[config.mk]
export PLATFORM = sky130hd
export DESIGN_NAME = eth_l2_rx_filter_flat
export DESIGN_NICKNAME = d
export VERILOG_FILES = /design/src/rtl/eth_l2_rx_filter_if.sv /design/src/rtl/eth_l2_rx_filter.sv /design/src/flat_wrapper.sv
export SDC_FILE = /design/constraint.sdc
export NUM_CORES = 1
export LEC_CHECK = 0
export ABC_AREA = 1
export CORE_MARGIN = 4
export CORE_UTILIZATION = 55
export DETAILED_ROUTE_END_ITERATION = 8
export GPL_TIMING_DRIVEN = 0
export HOLD_SLACK_MARGIN = 0.05
export PLACE_DENSITY = 0.76
export SLEW_MARGIN = 20
export SYNTH_ARGS = -nofsm -noshare
export SYNTH_HDL_FRONTEND = slang
export SYNTH_SLANG_ARGS = --single-unit
[constraint.sdc]
create_clock -name Clk -period 2.2 [get_ports Clk]
set_input_delay 0.44 -clock Clk [delete_from_list [all_inputs] [get_ports Clk]]
set_output_delay 0.44 -clock Clk [all_outputs]
set_load 0.05 [all_outputs]
[src/rtl/eth_l2_rx_filter_if.sv]
// ---------------------------------------------------------------------------
// eth_l2_rx_filter_if
// Byte-wide Avalon-ST link used on both sides of the L2 ingress filter.
//
// Signals:
//   valid          source -> sink  byte qualifier
//   data[7:0]      source -> sink  frame byte
//   channel        source -> sink  channel tag
//   error          source -> sink  per-byte error flag
//   startofpacket  source -> sink  first byte of a frame
//   endofpacket    source -> sink  last byte of a frame
//   ready          sink -> source  backpressure
//
// Modports: master drives the stream, slave consumes it.
// ---------------------------------------------------------------------------
interface eth_l2_rx_filter_if;
    logic       valid;
    logic [7:0] data;
    logic       channel;
    logic       error;
    logic       startofpacket;
    logic       endofpacket;
    logic       ready;

    modport master (
        output valid, data, channel, error, startofpacket, endofpacket,
        input  ready
    );

    modport slave (
        input  valid, data, channel, error, startofpacket, endofpacket,
        output ready
    );
endinterface

[src/rtl/eth_l2_rx_filter.sv]
// ---------------------------------------------------------------------------
// eth_l2_rx_filter
// Layer-2 ingress filter. It buffers the 14-byte Ethernet header, checks the
// destination MAC and the EtherType against the configured rules, and then
// either replays the header and forwards the rest of the frame, or silently
// consumes the frame. Per-verdict saturating frame counters are exported.
//
// Ports:
//   Clk         in   rising-edge clock
//   Rst_n       in   synchronous active-low reset
//   filter_en   in   1 = apply rules, 0 = pass every non-runt frame
//   S_avalonST  slave  input byte stream from the MAC
//   M_avalonST  master filtered output byte stream
//   pass_cnt    out  frames forwarded (saturating)
//   drop_cnt    out  frames rejected by the rules (saturating)
//   runt_cnt    out  frames ending inside the header (saturating)
// ---------------------------------------------------------------------------
module eth_l2_rx_filter #(
    parameter logic [47:0] LOCAL_MAC    = 48'h02_00_00_00_00_01,
    parameter bit          ALLOW_BCAST  = 1'b1,
    parameter logic [15:0] ETYPE_ALLOW0 = 16'h0800,
    parameter logic [15:0] ETYPE_ALLOW1 = 16'h0806
) (
    input  logic                      Clk,
    input  logic                      Rst_n,
    input  logic                      filter_en,
    eth_l2_rx_filter_if.slave         S_avalonST,
    eth_l2_rx_filter_if.master        M_avalonST,
    output logic [15:0]               pass_cnt,
    output logic [15:0]               drop_cnt,
    output logic [15:0]               runt_cnt
);

    typedef enum logic [2:0] {
        IDLE,
        HDR,
        DECIDE,
        FWD_HDR,
        PASS,
        DROP
    } state_t;

    localparam logic [3:0] LAST_HDR = 4'd13;

    state_t      state;
    state_t      state_nxt;
    logic [3:0]  idx;
    logic [7:0]  hdr_buf [0:13];
    logic [13:0] hdr_err_bits;
    logic        hdr_err;
    logic        chan_q;

    logic        s_ready;
    logic        m_valid;
    logic [7:0]  m_data;
    logic        m_channel;
    logic        m_error;
    logic        m_sop;
    logic        m_eop;

    logic        s_xfer;
    logic        m_xfer;
    logic        runt_hit;
    logic        pass_hit;
    logic        drop_hit;

    logic [47:0] dst_mac;
    logic [15:0] etype;
    logic        dst_ok;
    logic        etype_ok;
    logic        accept;

    assign dst_mac  = {hdr_buf[0], hdr_buf[1], hdr_buf[2],
                       hdr_buf[3], hdr_buf[4], hdr_buf[5]};
    assign etype    = {hdr_buf[12], hdr_buf[13]};
    assign dst_ok   = (dst_mac == LOCAL_MAC) || (ALLOW_BCAST && (dst_mac == 48'hFFFF_FFFF_FFFF));
    assign etype_ok = (etype == ETYPE_ALLOW0) || (etype == ETYPE_ALLOW1);
    // With filtering disabled the verdict ignores addressing and header errors.
    assign accept   = !filter_en || (dst_ok && etype_ok && !hdr_err);

    assign s_xfer = S_avalonST.valid && s_ready;
    assign m_xfer = m_valid && M_avalonST.ready;

    assign S_avalonST.ready         = s_ready;
    assign M_avalonST.valid         = m_valid;
    assign M_avalonST.data          = m_data;
    assign M_avalonST.channel       = m_channel;
    assign M_avalonST.error         = m_error;
    assign M_avalonST.startofpacket = m_sop;
    assign M_avalonST.endofpacket   = m_eop;

    // Stream outputs. PASS is a pure combinational bridge, so everything is
    // gated by Rst_n to keep the outputs quiet during the reset cycle itself.
    always_comb begin
        s_ready   = 1'b0;
        m_valid   = 1'b0;
        m_data    = 8'h00;
        m_channel = 1'b0;
        m_error   = 1'b0;
        m_sop     = 1'b0;
        m_eop     = 1'b0;
        if (Rst_n) begin
            case (state)
                IDLE, HDR, DROP: begin
                    s_ready = 1'b1;
                end
                FWD_HDR: begin
                    m_valid   = 1'b1;
                    m_data    = hdr_buf[idx];
                    m_channel = chan_q;
                    m_error   = hdr_err_bits[idx];
                    m_sop     = (idx == 4'd0);
                end
                PASS: begin
                    m_valid   = S_avalonST.valid;
                    m_data    = S_avalonST.data;
                    m_channel = chan_q;
                    m_error   = S_avalonST.error;
                    m_eop     = S_avalonST.endofpacket;
                    s_ready   = M_avalonST.ready;
                end
                default: begin
                end
            endcase
        end
    end

    // Next-state logic and the one-hot counter increment strobes.
    always_comb begin
        state_nxt = state;
        runt_hit  = 1'b0;
        pass_hit  = 1'b0;
        drop_hit  = 1'b0;
        case (state)
            IDLE: begin
                // A single-byte frame (sop and eop together) is already a runt.
                if (s_xfer && S_avalonST.startofpacket) begin
                    if (S_avalonST.endofpacket) begin
                        runt_hit = 1'b1;
                    end else begin
                        state_nxt = HDR;
                    end
                end
            end
            HDR: begin
                if (s_xfer) begin
                    if (S_avalonST.endofpacket) begin
                        runt_hit  = 1'b1;
                        state_nxt = IDLE;
                    end else if (idx == LAST_HDR) begin
                        state_nxt = DECIDE;
                    end
                end
            end
            DECIDE: begin
                state_nxt = accept ? FWD_HDR : DROP;
            end
            FWD_HDR: begin
                if (m_xfer && (idx == LAST_HDR)) begin
                    state_nxt = PASS;
                end
            end
            PASS: begin
                if (s_xfer && S_avalonST.endofpacket) begin
                    pass_hit  = 1'b1;
                    state_nxt = IDLE;
                end
            end
            DROP: begin
                if (s_xfer && S_avalonST.endofpacket) begin
                    drop_hit  = 1'b1;
                    state_nxt = IDLE;
                end
            end
            default: begin
                state_nxt = IDLE;
            end
        endcase
    end

    always_ff @(posedge Clk) begin
        if (!Rst_n) begin
            state <= IDLE;
        end else begin
            state <= state_nxt;
        end
    end

    // Header capture, replay index and counters. idx is left at 0 after b13
    // so the replay starts from the first header byte.
    always_ff @(posedge Clk) begin
        if (!Rst_n) begin
            idx          <= 4'd0;
            hdr_err      <= 1'b0;
            hdr_err_bits <= '0;
            chan_q       <= 1'b0;
            pass_cnt     <= 16'h0000;
            drop_cnt     <= 16'h0000;
            runt_cnt     <= 16'h0000;
            for (int i = 0; i < 14; i++) begin
                hdr_buf[i] <= 8'h00;
            end
        end else begin
            case (state)
                IDLE: begin
                    if (s_xfer && S_avalonST.startofpacket) begin
                        hdr_buf[0]      <= S_avalonST.data;
                        hdr_err_bits[0] <= S_avalonST.error;
                        hdr_err         <= S_avalonST.error;
                        chan_q          <= S_avalonST.channel;
                        idx             <= 4'd1;
                    end
                end
                HDR: begin
                    if (s_xfer) begin
                        hdr_buf[idx]      <= S_avalonST.data;
                        hdr_err_bits[idx] <= S_avalonST.error;
                        if (S_avalonST.error) begin
                            hdr_err <= 1'b1;
                        end
                        if (S_avalonST.endofpacket || (idx == LAST_HDR)) begin
                            idx <= 4'd0;
                        end else begin
                            idx <= idx + 4'd1;
                        end
                    end
                end
                FWD_HDR: begin
                    if (m_xfer) begin
                        idx <= (idx == LAST_HDR) ? 4'd0 : idx + 4'd1;
                    end
                end
                default: begin
                end
            endcase

            if (pass_hit && (pass_cnt != 16'hFFFF)) begin
                pass_cnt <= pass_cnt + 16'd1;
            end
            if (drop_hit && (drop_cnt != 16'hFFFF)) begin
                drop_cnt <= drop_cnt + 16'd1;
            end
            if (runt_hit && (runt_cnt != 16'hFFFF)) begin
                runt_cnt <= runt_cnt + 16'd1;
            end
        end
    end

endmodule

[src/flat_wrapper.sv]
// flat-port wrapper written by rule: the top's interface ports become plain ports
module eth_l2_rx_filter_flat 
#(
    parameter logic [47:0] LOCAL_MAC    = 48'h02_00_00_00_00_01,
    parameter bit          ALLOW_BCAST  = 1'b1,
    parameter logic [15:0] ETYPE_ALLOW0 = 16'h0800,
    parameter logic [15:0] ETYPE_ALLOW1 = 16'h0806
)
  (Clk, Rst_n, filter_en, pass_cnt, drop_cnt, runt_cnt, S_avalonST_valid, S_avalonST_data, S_avalonST_channel, S_avalonST_error, S_avalonST_startofpacket, S_avalonST_endofpacket, S_avalonST_ready, M_avalonST_valid, M_avalonST_data, M_avalonST_channel, M_avalonST_error, M_avalonST_startofpacket, M_avalonST_endofpacket, M_avalonST_ready);
  eth_l2_rx_filter_if S_avalonST_i ();
  eth_l2_rx_filter_if M_avalonST_i ();
  input  logic Clk;
  input  logic Rst_n;
  input  logic filter_en;
  output logic [15:0] pass_cnt;
  output logic [15:0] drop_cnt;
  output logic [15:0] runt_cnt;
  input wire logic [$bits(S_avalonST_i.valid)-1:0] S_avalonST_valid;
  input wire logic [$bits(S_avalonST_i.data)-1:0] S_avalonST_data;
  input wire logic [$bits(S_avalonST_i.channel)-1:0] S_avalonST_channel;
  input wire logic [$bits(S_avalonST_i.error)-1:0] S_avalonST_error;
  input wire logic [$bits(S_avalonST_i.startofpacket)-1:0] S_avalonST_startofpacket;
  input wire logic [$bits(S_avalonST_i.endofpacket)-1:0] S_avalonST_endofpacket;
  output wire logic [$bits(S_avalonST_i.ready)-1:0] S_avalonST_ready;
  output wire logic [$bits(M_avalonST_i.valid)-1:0] M_avalonST_valid;
  output wire logic [$bits(M_avalonST_i.data)-1:0] M_avalonST_data;
  output wire logic [$bits(M_avalonST_i.channel)-1:0] M_avalonST_channel;
  output wire logic [$bits(M_avalonST_i.error)-1:0] M_avalonST_error;
  output wire logic [$bits(M_avalonST_i.startofpacket)-1:0] M_avalonST_startofpacket;
  output wire logic [$bits(M_avalonST_i.endofpacket)-1:0] M_avalonST_endofpacket;
  input wire logic [$bits(M_avalonST_i.ready)-1:0] M_avalonST_ready;
  assign S_avalonST_i.valid = S_avalonST_valid;
  assign S_avalonST_i.data = S_avalonST_data;
  assign S_avalonST_i.channel = S_avalonST_channel;
  assign S_avalonST_i.error = S_avalonST_error;
  assign S_avalonST_i.startofpacket = S_avalonST_startofpacket;
  assign S_avalonST_i.endofpacket = S_avalonST_endofpacket;
  assign S_avalonST_ready = S_avalonST_i.ready;
  assign M_avalonST_valid = M_avalonST_i.valid;
  assign M_avalonST_data = M_avalonST_i.data;
  assign M_avalonST_channel = M_avalonST_i.channel;
  assign M_avalonST_error = M_avalonST_i.error;
  assign M_avalonST_startofpacket = M_avalonST_i.startofpacket;
  assign M_avalonST_endofpacket = M_avalonST_i.endofpacket;
  assign M_avalonST_i.ready = M_avalonST_ready;
  eth_l2_rx_filter #(.LOCAL_MAC(LOCAL_MAC), .ALLOW_BCAST(ALLOW_BCAST), .ETYPE_ALLOW0(ETYPE_ALLOW0), .ETYPE_ALLOW1(ETYPE_ALLOW1)) u_core (.Clk(Clk), .Rst_n(Rst_n), .filter_en(filter_en), .S_avalonST(S_avalonST_i), .M_avalonST(M_avalonST_i), .pass_cnt(pass_cnt), .drop_cnt(drop_cnt), .runt_cnt(runt_cnt));
endmodule
======== Word-level counts from Yosys, hierarchy flattened ========
Memories as Yosys holds them, arrays and structs flattened. A register that Yosys moved wholly into a read port is not among the register bits.
Index checks and enable logic that the tools add are counted.
W data, S select, Z words.
storage, ports and cells
  bits in registers ....................... 71
  bits in writable memories ............... 112
  output and inout bits ................... 62
  memories kept ........................... 1
memories
  name            depth  width  rd ports  clocked after memory_dff  wr ports  RTL line                text
  u_core.hdr_buf  14     8      9         1                         14        eth_l2_rx_filter.sv:48  logic [7:0] hdr_buf [0:13];
operators by class
  $add $sub $neg .......................... 4
  order comparisons ....................... 2
  equal/unequal tests ..................... 21
  muxes and demuxes ....................... 62
  bitwise operators ....................... 1
  reduce and logical (&&, ||, !) cells .... 31
operator list
  kind                     count
  $add A16 B1 Y16 const B  3
  $eq A48 B42 Y1 const B   1
  $eq A48 B48 Y1 const B   1
  $ne A16 B16 Y1 const B   3
  $eq A16 B12 Y1 const B   2
  $mux W4                  8
  $mux W1                  31
  $mux W3                  8
  $mux W8                  3
  $pmux W8 S2              1
  $pmux W3 S5              1
  $bwmux W14               1
  $pmux W1 S2              6
  $pmux W4 S3              1
  $logic_and A1 B1 Y1      11
  $ne A2 B1 Y1 const B     5
  $reduce_and A4 Y1        2
  $reduce_or A8 Y1         1
  $eq A3 B2 Y1 const B     2
  $eq A3 B3 Y1 const B     2
  $reduce_and A6 Y1        1
  $lt A4 B5 Y1 const B     1
  $add A4 B1 Y4 const B    1
  $bmux W1 S4              1
  other kinds (17)         24

======== Depth between registers and ports, before layout ========
  depth in word-level cells ............... 12
  gate-level depth with buffers ........... 14

======== Worst setup path before layout ========
Ideal clock, no wire load.
  path type ............................... in2out
  start ................................... input Rst_n
  end ..................................... output M_avalonST_data[0]
  arrival ................................. 2,200 ps
  setup slack ............................. -440 ps
  stages on the path ...................... 4
  buffers on the path ..................... 2
  cell sequence ........................... clkbuf_1 clkbuf_1 nand2_1 o21ai_0
between the ends
  word-level cells in the longest chain between the ends .. 1
RTL lines
  element      RTL line                 text
  from (decl)  flat_wrapper.sv:13       input logic Rst_n;
  $mux W8      eth_l2_rx_filter.sv:102  if (Rst_n) begin
  to (decl)    flat_wrapper.sv:26       output wire logic [$bits(M_avalonST_i.data)-1:0] M_avalonST_data;
Every way passes these cells.

==> out/metrics.yaml <==
synth-warning-count: 0
die_h_um: 142.8
cp_slowest_stage_delay_ns: 0.39
hold_violations: 0
grt_pass1_vias: 9198
antenna_found_initial: 0
synth_edf_count: 128
cp_common_cell: "nand2_2"
hold_buffers: 0
critPathKind: "reg -> out"
violations: "negative setup slack"
synthTopCellsByCount: "310 x nor2_1, 205 x nand2_1, 128 x edfxtp_1"
nets: 1369
cts-root-buf: "clkbuf_16"
synth_top_family_by_area: "simple AND/OR/NAND/NOR gates"
cpMaxStageDelayCell: "dfxtp_4"
synthAdderAreaFrac_pct: 0.8761
cts_tree: "done"
status: "complete, but fails checks"
tightestPinTransition_ns: 0.7483
ys_seq_elements: 203
maxCapViolations: 0
synth_area_sq_um: 9997
synthesis.nets: 1242
finalMaxSlewViolations: 0
period_minus_slack_ns: 2.651
min-delay-start: "u_core.runt_cnt[0]$_SDFFE_PN0P_"
layout-drive-gt1-share_pct: 16.91
clock_latency_ns: 0.52
max-slew-margin-rel_pct: 50.11
clock-sinks: 203
synth_xor_area_share_pct: 1.577
drt_iter0_markers: 1157
cp_max_fo: 10
critPathTopFamily: "buffers and inverters"
hpwl_um: 20150
regToRegStartpoint: "u_core.state[2]$_SDFFE_PN0P_"
synth_compound_area_share_pct: 12.38
h-tree-depth: 1
grt_overflow: 0
rsz0062_at_grt: "yes"
timing.final.crit_share_pct: 120.5
dieWidth_um: 142.8
grt_pass1_wl_um: 47520
arrival_ns: 2.21
grtUsageTotal_pct: 29.47
fmax_ghz: 0.3773
synthSimpleGateAreaFrac_pct: 25.48
io_buffers: 77
vias: 9465
die_area_sq_um: 20400
yosysSeqAreaShare_pct: 53.47
crit_path_cell_trace: "buf_12 > clkinv_16 > clkbuf_16 > o21ai_0 > o221ai_1 > nand3_2 > nand2_2 > nand2_2 > o21ai_2 > buf_6"
rows: 49
core_sq_um: 17900
post-route-drc-count: 0
holdCritPathClass: "reg -> reg"
powerDensity_nw_per_um2: 653.6
peakVddDrop_v: 0.0006089
synthMuxAreaShare_pct: 0
initial_core_util_pct: 55.84
fin_skew_ns: 0.02080
grt_max_degree: 13
synth_top_area_share_pct: 38.45
antenna_cells: 0
p_leak_nw: 5.038
yosysMostFrequentCell: "nor2_1"
setup_viol: 11
viasPerCell: 5.957
critPathLaunchType: "flop"
end_kind: "output pin"
dr.pass1.iters: 6
io-pin-count: 79
clk_pin_slew_ns: 0.06
ant_nets: 0
routedWlPerCell_um: 19.59
setup_ws_ns: -0.4507
yosys.area.top_type: "edfxtp_1"
areaGrowthSynthToFinish_pct: 27.79
async_flop_share_pct: 0
synthFlopType: "edfxtp_1"
synth.distinct_cells: 42
synth_area_per_cell_sq_um: 8.208
wl_um: 31130
syn_inst: 1218
whs_ns: 0.4646
gp_congestion: 0.9718
tritoncts.num_buffers: 23
place_ws_ns: -1.301
cp.required_ns: 1.76
cp_num_buf_inv: 4
clockBufferDepth: 3
synthTopCellsByArea: "edfxtp_1 38%, dfxtp_1 15%, nor2_1 12%"
timing repair:
action	4_1_cts	5_1_grt
setup endpoints to repair	167	167
cloned	3	2
buffers inserted	14	7
pin swaps	18	33
gates resized for setup	288	90
registers in the layout, indices dropped and copies added (netlist names), named ones only:
| register | count |
|---|---|
| u_core.hdr_err_bits | 14 |
| u_core.state | 3 |
| u_core.drop_cnt | 16 |
| u_core.idx | 4 |
| u_core.chan_q | 1 |
| u_core.hdr_err | 1 |
| u_core.runt_cnt | 16 |
| u_core.hdr_buf | 128 |
| u_core.pass_cnt | 16 |
worst reg2reg max path, delay by kind of cell, from the launching register on:
kind                   cells  cell delay [ns]
buffers and inverters      2             0.37
flip-flops                 1             0.38
AND/OR/NAND/NOR            5             1.09
placed cells by master (no fill, tap or decap), types with 32 or more instances in the layout:
cell type and count:
clkbuf_16 32, nand3_1 33, a21oi_1 50, dfxtp_1 66, o21ai_0 60, o21ai_1 41, edfxtp_1 128, nor2_1 294
nand2_1 184, inv_1 81
area by class of cell:
type | instances | area (sq um)
repair buffers | 101 | 1066
flip-flops and latches | 203 | 5369
fillers | 1326 | 5127
clock inverters | 10 | 55.05
inverters | 109 | 469.2
plain buffers | 46 | 479.2
well taps | 229 | 286.5
repair inverters | 1 | 11.26
clock buffers | 30 | 621.8
multi-input cells | 860 | 4417
through the flow:
| step | util, % | setup TNS (ns) | std cells | total power (W) | area (sq um) |
|---|---|---|---|---|---|
| global route | 71.36 | -4.550 | 1589 | 0.008559 | 12770 |
| CTS | 69.50 | -3.171 | 1581 | 0.008263 | 12440 |
| detailed placement | 61.80 | -99.89 | 1524 | 0.004716 | 11060 |
| finish | 71.36 | -3.574 | 1589 | 0.008350 | 12770 |
| global placement | 61.80 | -91.97 | 1524 | 0.004703 | 11060 |
| floorplan | - | -0.9934 | 1218 | 0.004521 | 10010 |
routing by layer:
layer / wire, um / GRT usage, %
met1: 11740 / 36.92
met5: 0 / 0
met2: 15150 / 51.48
met4: 1464 / 11.01
met3: 2782 / 4.689
kinds of logic (layout without fill, tap and decap cells):
logic type / count (synthesis) / count (layout)
adder cells (fa/ha/maj): 7 / 7
XOR/XNOR: 18 / 18
flip-flops: 203 / 203
buffers and inverters: 156 / 297
AO/OA/AOI/OAI: 216 / 216
AND/OR/NAND/NOR: 618 / 619
final timing paths:
kind                                         end  slack [ns]  cells after the start
max                           M_avalonST_data[4]       -0.45                     10
min              u_core.runt_cnt[0]$_SDFFE_PN0P_        0.46                      1
max reg2reg  u_core.hdr_buf[12][0]$_SDFFCE_PN0P_        0.04                      7
min reg2reg      u_core.runt_cnt[0]$_SDFFE_PN0P_        0.46                      1
where the power goes:
group          switching, W  internal (W)  total (W)
logic              0.000407      0.000223   0.000630
clock network       0.00156       0.00199    0.00354
registers         0.0000581       0.00412    0.00418
total               0.00202       0.00633    0.00835
Power figures use the tool's default switching activity.
